<file path="src/rtl/alu_pkg.sv">
// rtl/alu_pkg.sv - ALU opcodes, flag indices and branch condition evaluation
package alu_pkg;

  localparam logic [3:0] OP_LL   = 4'd0;
  localparam logic [3:0] OP_LH   = 4'd1;
  localparam logic [3:0] OP_CMP  = 4'd2;
  localparam logic [3:0] OP_CMPR = 4'd3;
  localparam logic [3:0] OP_ADD  = 4'd4;
  localparam logic [3:0] OP_ADDR = 4'd5;
  localparam logic [3:0] OP_SUB  = 4'd6;
  localparam logic [3:0] OP_SUBR = 4'd7;
  localparam logic [3:0] OP_SHL  = 4'd8;
  localparam logic [3:0] OP_SHR  = 4'd9;
  localparam logic [3:0] OP_AND  = 4'd10;
  localparam logic [3:0] OP_NOT  = 4'd11;
  localparam logic [3:0] OP_OR   = 4'd12;
  localparam logic [3:0] OP_XOR  = 4'd13;

  localparam int FLAG_P = 2;
  localparam int FLAG_Z = 1;
  localparam int FLAG_N = 0;

  typedef enum logic [2:0] {
    COND_NE    = 3'b000,
    COND_EQ    = 3'b001,
    COND_GT    = 3'b010,
    COND_LT    = 3'b011,
    COND_GE    = 3'b100,
    COND_LE    = 3'b101,
    COND_NEVER = 3'b110,
    COND_ALWAYS = 3'b111
  } cond_t;

  function automatic logic cond_taken(input logic [2:0] code, input logic [2:0] flags);
    logic taken;
    taken = 1'b0;
    case (cond_t'(code))
      COND_NE:     taken = !flags[FLAG_Z];
      COND_EQ:     taken = flags[FLAG_Z];
      COND_GT:     taken = flags[FLAG_P];
      COND_LT:     taken = flags[FLAG_N];
      COND_GE:     taken = flags[FLAG_P] | flags[FLAG_Z];
      COND_LE:     taken = flags[FLAG_N] | flags[FLAG_Z];
      COND_NEVER:  taken = 1'b0;
      COND_ALWAYS: taken = 1'b1;
    endcase
    return taken;
  endfunction

endpackage

</file>
<file path="src/rtl/alu_result_stage_if.sv">
// rtl/alu_result_stage_if.sv - execute beat and register writeback handshake bundle
interface alu_result_stage_if #(
  parameter int DATA_W = 16,
  parameter int REG_AW = 4
);
  logic              in_valid;
  logic              in_ready;
  logic [DATA_W-1:0] alu_out;
  logic [2:0]        alu_flags;
  logic              set_flags;
  logic              wr_en;
  logic [REG_AW-1:0] wr_reg;
  logic              is_branch;
  logic [2:0]        cond;
  logic [DATA_W-1:0] br_target;
  logic              wb_valid;
  logic              wb_ready;
  logic [DATA_W-1:0] wb_data;
  logic [REG_AW-1:0] wb_reg;

  modport master (
    output in_valid, alu_out, alu_flags, set_flags, wr_en, wr_reg,
           is_branch, cond, br_target, wb_ready,
    input  in_ready, wb_valid, wb_data, wb_reg
  );

  modport slave (
    input  in_valid, alu_out, alu_flags, set_flags, wr_en, wr_reg,
           is_branch, cond, br_target, wb_ready,
    output in_ready, wb_valid, wb_data, wb_reg
  );
endinterface

</file>
<file path="src/rtl/alu_skid_buffer.sv">
// rtl/alu_skid_buffer.sv - two-entry FIFO skid buffer with registered ready
module alu_skid_buffer #(
  parameter int W = 20
) (
  input  logic         clk,
  input  logic         rst,
  input  logic         s_tvalid,
  output logic         s_tready,
  input  logic [W-1:0] s_tdata,
  output logic         m_tvalid,
  input  logic         m_tready,
  output logic [W-1:0] m_tdata
);
  logic [W-1:0] head_q;
  logic [W-1:0] tail_q;
  logic [1:0]   count_q;
  logic         push;
  logic         pop;

  assign push     = s_tvalid & s_tready;
  assign pop      = m_tvalid & m_tready;
  assign s_tready = (count_q != 2'd2);
  assign m_tvalid = (count_q != 2'd0);
  assign m_tdata  = head_q;

  always_ff @(posedge clk) begin
    if (rst) begin
      head_q  <= '0;
      tail_q  <= '0;
      count_q <= 2'd0;
    end else begin
      case ({push, pop})
        2'b10: begin
          if (count_q == 2'd0) head_q <= s_tdata;
          else                 tail_q <= s_tdata;
          count_q <= count_q + 2'd1;
        end
        2'b01: begin
          head_q  <= tail_q;
          count_q <= count_q - 2'd1;
        end
        2'b11: begin
          // push only happens below full, so count is 1 here
          if (count_q == 2'd1) begin
            head_q <= s_tdata;
          end else begin
            head_q <= tail_q;
            tail_q <= s_tdata;
          end
        end
        default: ;
      endcase
    end
  end
endmodule

</file>
<file path="src/rtl/alu_result_stage.sv">
// rtl/alu_result_stage.sv - flag register, branch resolve/squash and writeback skid
module alu_result_stage
  import alu_pkg::*;
#(
  parameter int DATA_W     = 16,
  parameter int REG_AW     = 4,
  parameter int KILL_SLOTS = 2
) (
  input  logic              clk,
  input  logic              rst,
  alu_result_stage_if.slave bus,
  output logic              redirect,
  output logic [DATA_W-1:0] redirect_pc,
  output logic [2:0]        flags_q
);
  logic [2:0] kcnt;
  logic       accept;
  logic       live;
  logic       push_valid;
  logic       push_ready;
  logic [REG_AW+DATA_W-1:0] head_data;

  assign accept     = bus.in_valid & bus.in_ready;
  assign live       = accept & (kcnt == 3'd0);
  assign push_valid = live & bus.wr_en & ~bus.is_branch;
  assign bus.in_ready = push_ready;
  assign bus.wb_reg   = head_data[REG_AW+DATA_W-1:DATA_W];
  assign bus.wb_data  = head_data[DATA_W-1:0];

  always_ff @(posedge clk) begin
    if (rst) begin
      flags_q     <= 3'b000;
      redirect    <= 1'b0;
      redirect_pc <= '0;
      kcnt        <= 3'd0;
    end else begin
      redirect <= 1'b0;
      if (accept) begin
        if (kcnt != 3'd0) begin
          kcnt <= kcnt - 3'd1;
        end else if (bus.is_branch) begin
          // flags_q already includes every earlier accepted beat
          if (cond_taken(bus.cond, flags_q)) begin
            redirect    <= 1'b1;
            redirect_pc <= bus.br_target;
            kcnt        <= 3'(KILL_SLOTS);
          end
        end else if (bus.set_flags) begin
          flags_q <= bus.alu_flags;
        end
      end
    end
  end

  alu_skid_buffer #(.W(REG_AW + DATA_W)) u_skid (
    .clk      (clk),
    .rst      (rst),
    .s_tvalid (push_valid),
    .s_tready (push_ready),
    .s_tdata  ({bus.wr_reg, bus.alu_out}),
    .m_tvalid (bus.wb_valid),
    .m_tready (bus.wb_ready),
    .m_tdata  (head_data)
  );
endmodule

</file>
<file path="src/flat_wrapper.sv">
// flat-port wrapper written by rule: the top's interface ports become plain ports
module alu_result_stage_flat import alu_pkg::*;
#(
  parameter int DATA_W     = 16,
  parameter int REG_AW     = 4,
  parameter int KILL_SLOTS = 2
)
  (clk, rst, redirect, redirect_pc, flags_q, bus_in_valid, bus_alu_out, bus_alu_flags, bus_set_flags, bus_wr_en, bus_wr_reg, bus_is_branch, bus_cond, bus_br_target, bus_wb_ready, bus_in_ready, bus_wb_valid, bus_wb_data, bus_wb_reg);
  alu_result_stage_if #(.DATA_W(DATA_W), .REG_AW(REG_AW)) bus_i ();
  input  logic clk;
  input  logic rst;
  output logic redirect;
  output logic [DATA_W-1:0] redirect_pc;
  output logic [2:0] flags_q;
  input wire logic [$bits(bus_i.in_valid)-1:0] bus_in_valid;
  input wire logic [$bits(bus_i.alu_out)-1:0] bus_alu_out;
  input wire logic [$bits(bus_i.alu_flags)-1:0] bus_alu_flags;
  input wire logic [$bits(bus_i.set_flags)-1:0] bus_set_flags;
  input wire logic [$bits(bus_i.wr_en)-1:0] bus_wr_en;
  input wire logic [$bits(bus_i.wr_reg)-1:0] bus_wr_reg;
  input wire logic [$bits(bus_i.is_branch)-1:0] bus_is_branch;
  input wire logic [$bits(bus_i.cond)-1:0] bus_cond;
  input wire logic [$bits(bus_i.br_target)-1:0] bus_br_target;
  input wire logic [$bits(bus_i.wb_ready)-1:0] bus_wb_ready;
  output wire logic [$bits(bus_i.in_ready)-1:0] bus_in_ready;
  output wire logic [$bits(bus_i.wb_valid)-1:0] bus_wb_valid;
  output wire logic [$bits(bus_i.wb_data)-1:0] bus_wb_data;
  output wire logic [$bits(bus_i.wb_reg)-1:0] bus_wb_reg;
  assign bus_i.in_valid = bus_in_valid;
  assign bus_i.alu_out = bus_alu_out;
  assign bus_i.alu_flags = bus_alu_flags;
  assign bus_i.set_flags = bus_set_flags;
  assign bus_i.wr_en = bus_wr_en;
  assign bus_i.wr_reg = bus_wr_reg;
  assign bus_i.is_branch = bus_is_branch;
  assign bus_i.cond = bus_cond;
  assign bus_i.br_target = bus_br_target;
  assign bus_i.wb_ready = bus_wb_ready;
  assign bus_in_ready = bus_i.in_ready;
  assign bus_wb_valid = bus_i.wb_valid;
  assign bus_wb_data = bus_i.wb_data;
  assign bus_wb_reg = bus_i.wb_reg;
  alu_result_stage #(.DATA_W(DATA_W), .REG_AW(REG_AW), .KILL_SLOTS(KILL_SLOTS)) u_core (.clk(clk), .rst(rst), .bus(bus_i), .redirect(redirect), .redirect_pc(redirect_pc), .flags_q(flags_q));
endmodule
</file>
<file path="config.mk">
export PLATFORM = sky130hd
export DESIGN_NAME = alu_result_stage_flat
export DESIGN_NICKNAME = d
export VERILOG_FILES = /design/src/rtl/alu_pkg.sv /design/src/rtl/alu_result_stage_if.sv /design/src/rtl/alu_skid_buffer.sv /design/src/rtl/alu_result_stage.sv /design/src/flat_wrapper.sv
export SDC_FILE = /design/constraint.sdc
export NUM_CORES = 1
export LEC_CHECK = 0
export CORE_MARGIN = 2
export CORE_UTILIZATION = 42
export DETAILED_ROUTE_END_ITERATION = 7
export HOLD_SLACK_MARGIN = 0.12
export PLACE_DENSITY = 0.76
export RECOVER_POWER = 50
export SLEW_MARGIN = 40
export SYNTH_ARGS = -nofsm -noshare
export SYNTH_HDL_FRONTEND = slang
export SYNTH_SLANG_ARGS = --single-unit
</file>
<file path="constraint.sdc">
create_clock -name clk -period 2.3 [get_ports clk]
set_input_delay 0.345 -clock clk [delete_from_list [all_inputs] [get_ports clk]]
set_output_delay 0.345 -clock clk [all_outputs]
set_load 0.02 [all_outputs]
</file>
# After elaboration in Yosys (flattened, before gate mapping)
# Index checks and enable logic that the tools add are counted.
[word_totals]
reg_bits = 65
[op_classes]
n_addsub = 3
n_eq_ne = 15
muxes = 16
bitwise_logic = 11
n_reduce_logical = 17
[op_table]
columns = ["operator", "n"]
rows = [
  ["$mux W20", 4],
  ["$pmux W20 S3", 1],
  ["$pmux W20 S2", 1],
  ["$eq A3 B3 Y1 const B", 4],
  ["$reduce_bool A2 Y1", 5],
  ["$mux W3", 3],
  ["$ne A2 B2 Y1 const B", 4],
  ["$pmux W1 S8", 1],
  ["$reduce_and A4 Y1", 2],
  ["$and A1 B1 Y1", 6],
  ["$eq A3 B2 Y1 const B", 2],
  ["$logic_not A3 Y1", 2],
  ["$reduce_and A3 Y1", 2],
  ["$reduce_bool A3 Y1", 2],
  ["$mux W1", 5],
  ["$eq A2 B1 Y1 const B", 2],
  ["$eq A2 B2 Y1 const B", 2],
  ["$pmux W2 S2", 1],
  ["$reduce_or A4 Y1", 1],
  ["$eq A3 B1 Y1 const B", 1],
  ["$not A1 Y1", 3],
  ["$sub A3 B1 Y3 const B", 1],
  ["$add A2 B1 Y2 const B", 1],
  ["$logic_not A2 Y1", 1],
  ["4 further kinds", 5],
]

# Logic depth before layout (Yosys ltp)
[depth]
depth_word = 9
depth_mapped = 12
depth_no_buf = 11

# Modules after synthesis
# A second synthesis with hierarchy kept.
[hier_totals]
cells_unflattened = 369
area_unflattened_um2 = 3463.3
[modules_own_cells]
columns = ["mod", "instances", "cells_per_inst", "area_each_um2"]
rows = [
  ["alu_skid_buffer", 1, 250, 2254.7],
  ["alu_result_stage", 1, 119, 1208.7],
]

# Least setup slack after synthesis
# No wires, ideal clock.
[synth_path]
path_kind = "flip-flop to flip-flop"
startpoint = "register u_core.kcnt[0]"
endpoint = "register u_core.u_skid.tail_q[10]"
setup_ns = 0.071
arrival_time_ns = 2.162
t_required_ns = 2.229
setup_slack_ns = 0.067
path_stages_with_launch = 13
n_path_buf = 1
synth_period_minus_slack_ns = 2.233
path_cell_list = "dfxtp_1 inv_1 ha_1 ha_1 and2_1 nand2_1 inv_1 ha_1 a22oi_1 o21a_1 clkbuf_1 nand2_1 a21oi_1"
[synth_between]
elab_chain_cells = 8
word_cells_on_any_way = 12
cone_classes = "eq/ne (4); mux (1); bitwise (4); reduce/logical (3)"
[synth_lines]
columns = ["element", "line_no", "source"]
rows = [
  ["start, declared", "alu_result_stage.sv:16", "logic [2:0] kcnt;"],
  ["start signal, assigned", "alu_result_stage.sv:40", "kcnt <= kcnt - 3'd1;"],
  ["start signal, assigned", "alu_result_stage.sv:46", "kcnt <= 3'(KILL_SLOTS);"],
  ["$logic_not A3 Y1 (*)", "alu_result_stage.sv:24", "assign live = accept & (kcnt == 3'd0);"],
  ["$and A1 B1 Y1 (*)", "alu_result_stage.sv:24", ""],
  ["$and A1 B1 Y1 (*) (2 in series)", "alu_result_stage.sv:25", "assign push_valid = live & bus.wr_en & ~bus.is_branch;"],
  ["$and A1 B1 Y1 (*)", "alu_skid_buffer.sv:20", "assign push = s_tvalid & s_tready;"],
  ["$eq A2 B2 Y1", "alu_skid_buffer.sv:32", "case ({push, pop})"],
  ["$ne A2 B2 Y1 (no source line) / $reduce_bool A2 Y1 (equally long branches)", "n/a", ""],
  ["$reduce_and A3 Y1 (no source line)", "n/a", ""],
  ["end signal, assigned", "alu_skid_buffer.sv:35", "else tail_q <= s_tdata;"],
  ["end signal, assigned", "alu_skid_buffer.sv:48", "tail_q <= s_tdata;"],
  ["end, declared", "alu_skid_buffer.sv:15", "logic [W-1:0] tail_q;"],
]
# Mark *: on every way between the ends. The rest lies on a longest branch, timed or not.
# A chain may end at the register's enable or synchronous reset.

# Worst setup path after layout
[layout_path]
startpoint = "register u_core.kcnt[0]"
endpoint = "register u_core.u_skid.tail_q[19]"
# The elaborated chain is that of the path after synthesis.

==> flow_summary.toml <==
[status]
outcome = "finished, final reports clean"

[timing]
setup_violations = 0
setup_ws_ns = 0.09592
layout_min_cycle_time_ns = 2.204
slew_violations = 0
skew_ns = 0.009924
tightest_slew_ns = 0.5321
hold_viol_final = 0
fmaxAchievable_mhz = 453.7
slew-limit-headroom_pct = 64.53
fin_crit_sh_pct = 95.83

[setup_path]
cp_num_cells = 12
crit_slowest_cell = "dfxtp_2"
critPathMaxStageDelay_ns = 0.36
path_cells = "inv_1 > ha_1 > ha_1 > and2_4 > nand2_1 > inv_2 > ha_2 > a22oi_2 > o21a_2 > clkbuf_16 > nand2_1 > a21oi_1"
start_kind = "flip-flop"
r2r_cells = 12
worst-path-buf-inv = 3
critical-path-top-delay-family = "adder cells"
crit_arrival_ns = 2.48
required_ns = 2.57
cp_max_fo = 10
crit_type = "reg2reg"
cp-end-kind = "flip-flop"

[placed_design]
io_buffers = 90
hpwl_um = 4542
pre_cts_slack_ns = -0.07417
gp_congestion = 0.8357
dpl.cell_count = 489

[die]
die_x_um = 87.14
num_io_pins = 91
start_util_pct = 42.96
rows = 30
coreArea_um2 = 6756
fp.dieArea_um2 = 7593
die_h_um = 87.14

[clocking]
root_buffer = "clkbuf_8"
post_cts.repair.setup_buffers = 0
clock_path_buffers = 2
clock_sinks = 65
cts_inserted_buffers = 9
path_clk_slew_ns = 0.08
clock_latency_ns = 0.35
ctsResizeCount = 0
cts_hold_buf = 0
cts_tree = "done"
htree_levels = 3

[grt]
grt_use_total_pct = 18.46
antenna_found_initial = 0
grt_max_degree = 48
grt_first_pass_wirelength_um = 11260
grt_pass1_vias = 2570
grt_overflow = 0

[logic_synthesis]
synth_commonest_cells = "dfxtp_1, nand2_1, nand2b_1"
synthDistinctLibCells = 36
synth-main-ff-cell = "dfxtp_1"
async_reset_ff_share_pct = 0
yosys.area.top_type_share_pct = 44.83
ys.warnings.count = 0
synth.avg_cell_area_um2 = 8.796
netlist_instances = 330
yosysMostFrequentCell = "dfxtp_1"
netlist_area_um2 = 2903
synth_area_leader_cell = "dfxtp_1"
ys_ff_latch = 65
synth_area_leaders = "dfxtp_1, nand2b_1, mux2i_1"
seq_area_frac_synth_pct = 44.83
synth-edff-count = 0
syn_nets = 388

[hold_path]
min_path_type = "in2reg"
min_path_cells = 2

[drt]
viasPerCell = 5.159
vias = 2621
routedWlPerCell_um = 13.96
dr.first_iter.drc_count = 127
ant_nets = 0
dr.pass1.iters = 4
routed_wl_um = 7093
drc = 0

[final_layout]
final_core_util_pct = 63.35
fin_cells = 508
antenna_cells = 0
fillers = 583
area_delta_synth_final_pct = 47.46
finalNetCount = 481
drive_above_1_share_pct = 12.62

[flow_run]
maxCapViolCount = 0

[power_and_ir_drop]
p_seq_share_pct = 33.3
leakage_nw = 1.676
p_int_w = 0.002847
p_sw_w = 0.001613
power_frac_comb_pct = 42.0
irDropWorstVdd_uv = 571.8
p_clk_share_pct = 24.6
powerDensity_nw_per_um2 = 1042
switching_share_pct = 36.16
## final cells by class
| class | count | area [um2] | share of cell area [%] |
|---|---|---|---|
| multi-input combinational | 229 | 1500 | 35.05 |
| clock buffer | 9 | 123.9 | 2.894 |
| timing repair buffer | 106 | 1104 | 25.78 |
| inverter | 12 | 45.04 | 1.052 |
| tap | 80 | 100.1 | 2.338 |
| clock inverter | 7 | 103.9 | 2.426 |
| sequential | 65 | 1304 | 30.46 |
## registers in the layout (all words and copies together) (netlist names)
name	count
u_core.u_skid.count_q	2
u_core.redirect	1
u_core.u_skid.tail_q	20
u_core.redirect_pc	16
u_core.kcnt	3
u_core.flags_q	3
u_core.u_skid.m_tdata	20
## path summary, 6_finish.rpt
kind | slack, ns | start | endpoint
setup / recovery | 0.1 | u_core.kcnt[0] | u_core.u_skid.tail_q[19]
hold / removal | 0.44 | rst | u_core.redirect
setup reg to reg | 0.1 | u_core.kcnt[0] | u_core.u_skid.tail_q[19]
hold reg to reg | 0.46 | u_core.u_skid.tail_q[16] | u_core.u_skid.tail_q[16]
## power groups by stage
stage	combinational [W]	clock, W	sequential [W]
2_1_floorplan	0.000873	0	0.00169
3_3_place_gp	0.00179	0	0.00151
3_5_place_dp	0.00182	0	0.00151
4_1_cts	0.00183	0.00112	0.00149
5_1_grt	0.00204	0.00117	0.00151
6_report	0.00187	0.00110	0.00149
## routing by layer
metal  global-route usage [%]  routed length, um
met4                    7.692                 89
met1                    23.67               3261
met5                        0                  0
met3                    3.602                406
met2                    30.40               3336
## through the flow
step	TNS, ns	total power [W]	area (um2)	hold WS, ns
6_report	0	0.004459	4280	0.4443
2_1_floorplan	0	0.002563	2903	0.4360
3_3_place_gp	0	0.003295	3943	0.4409
3_5_place_dp	-1.091	0.003332	3943	0.4463
5_1_grt	-1.072	0.004723	4280	0.4715
4_1_cts	0	0.004441	4170	0.4412
## worst register-to-register path, cell delays in order, from the launching register on
cell	delay [ns]
dfxtp_2	0.36
inv_1	0.05
ha_1	0.21
ha_1	0.21
and2_4	0.17
nand2_1	0.09
inv_2	0.07
ha_2	0.21
a22oi_2	0.19
o21a_2	0.24
clkbuf_16	0.18
nand2_1	0.06
a21oi_1	0.12
## cells in the final DEF, fill, tap and decap left out, drive strengths merged, types with 10 or more instances in the layout
master         netlist  layout
nor2                27      27
nand2               47      47
clkdlybuf4s50        0      50
clkbuf              20      10
dfxtp               65      65
dlygate4sd3          0      39
a211oi              23      23
buf                  4      16
nand2b              33      33
mux2i               20      20
a21oi               25      25
inv                 12      13
a22oi               21      21
## cells by family (layout without fill, tap and decap cells)
family	Yosys count	after routing	share of synthesized area (%)
XOR/XNOR	2	2	0.6036
flip-flops	65	65	44.83
multiplexers	20	20	6.896
AND/OR/NAND/NOR	121	121	20.13
buffers and inverters	36	134	5.560
AO/OA/AOI/OAI	77	77	18.10
adder cells (fa/ha/maj)	9	9	3.879
(Power assumes the default switching activity.)
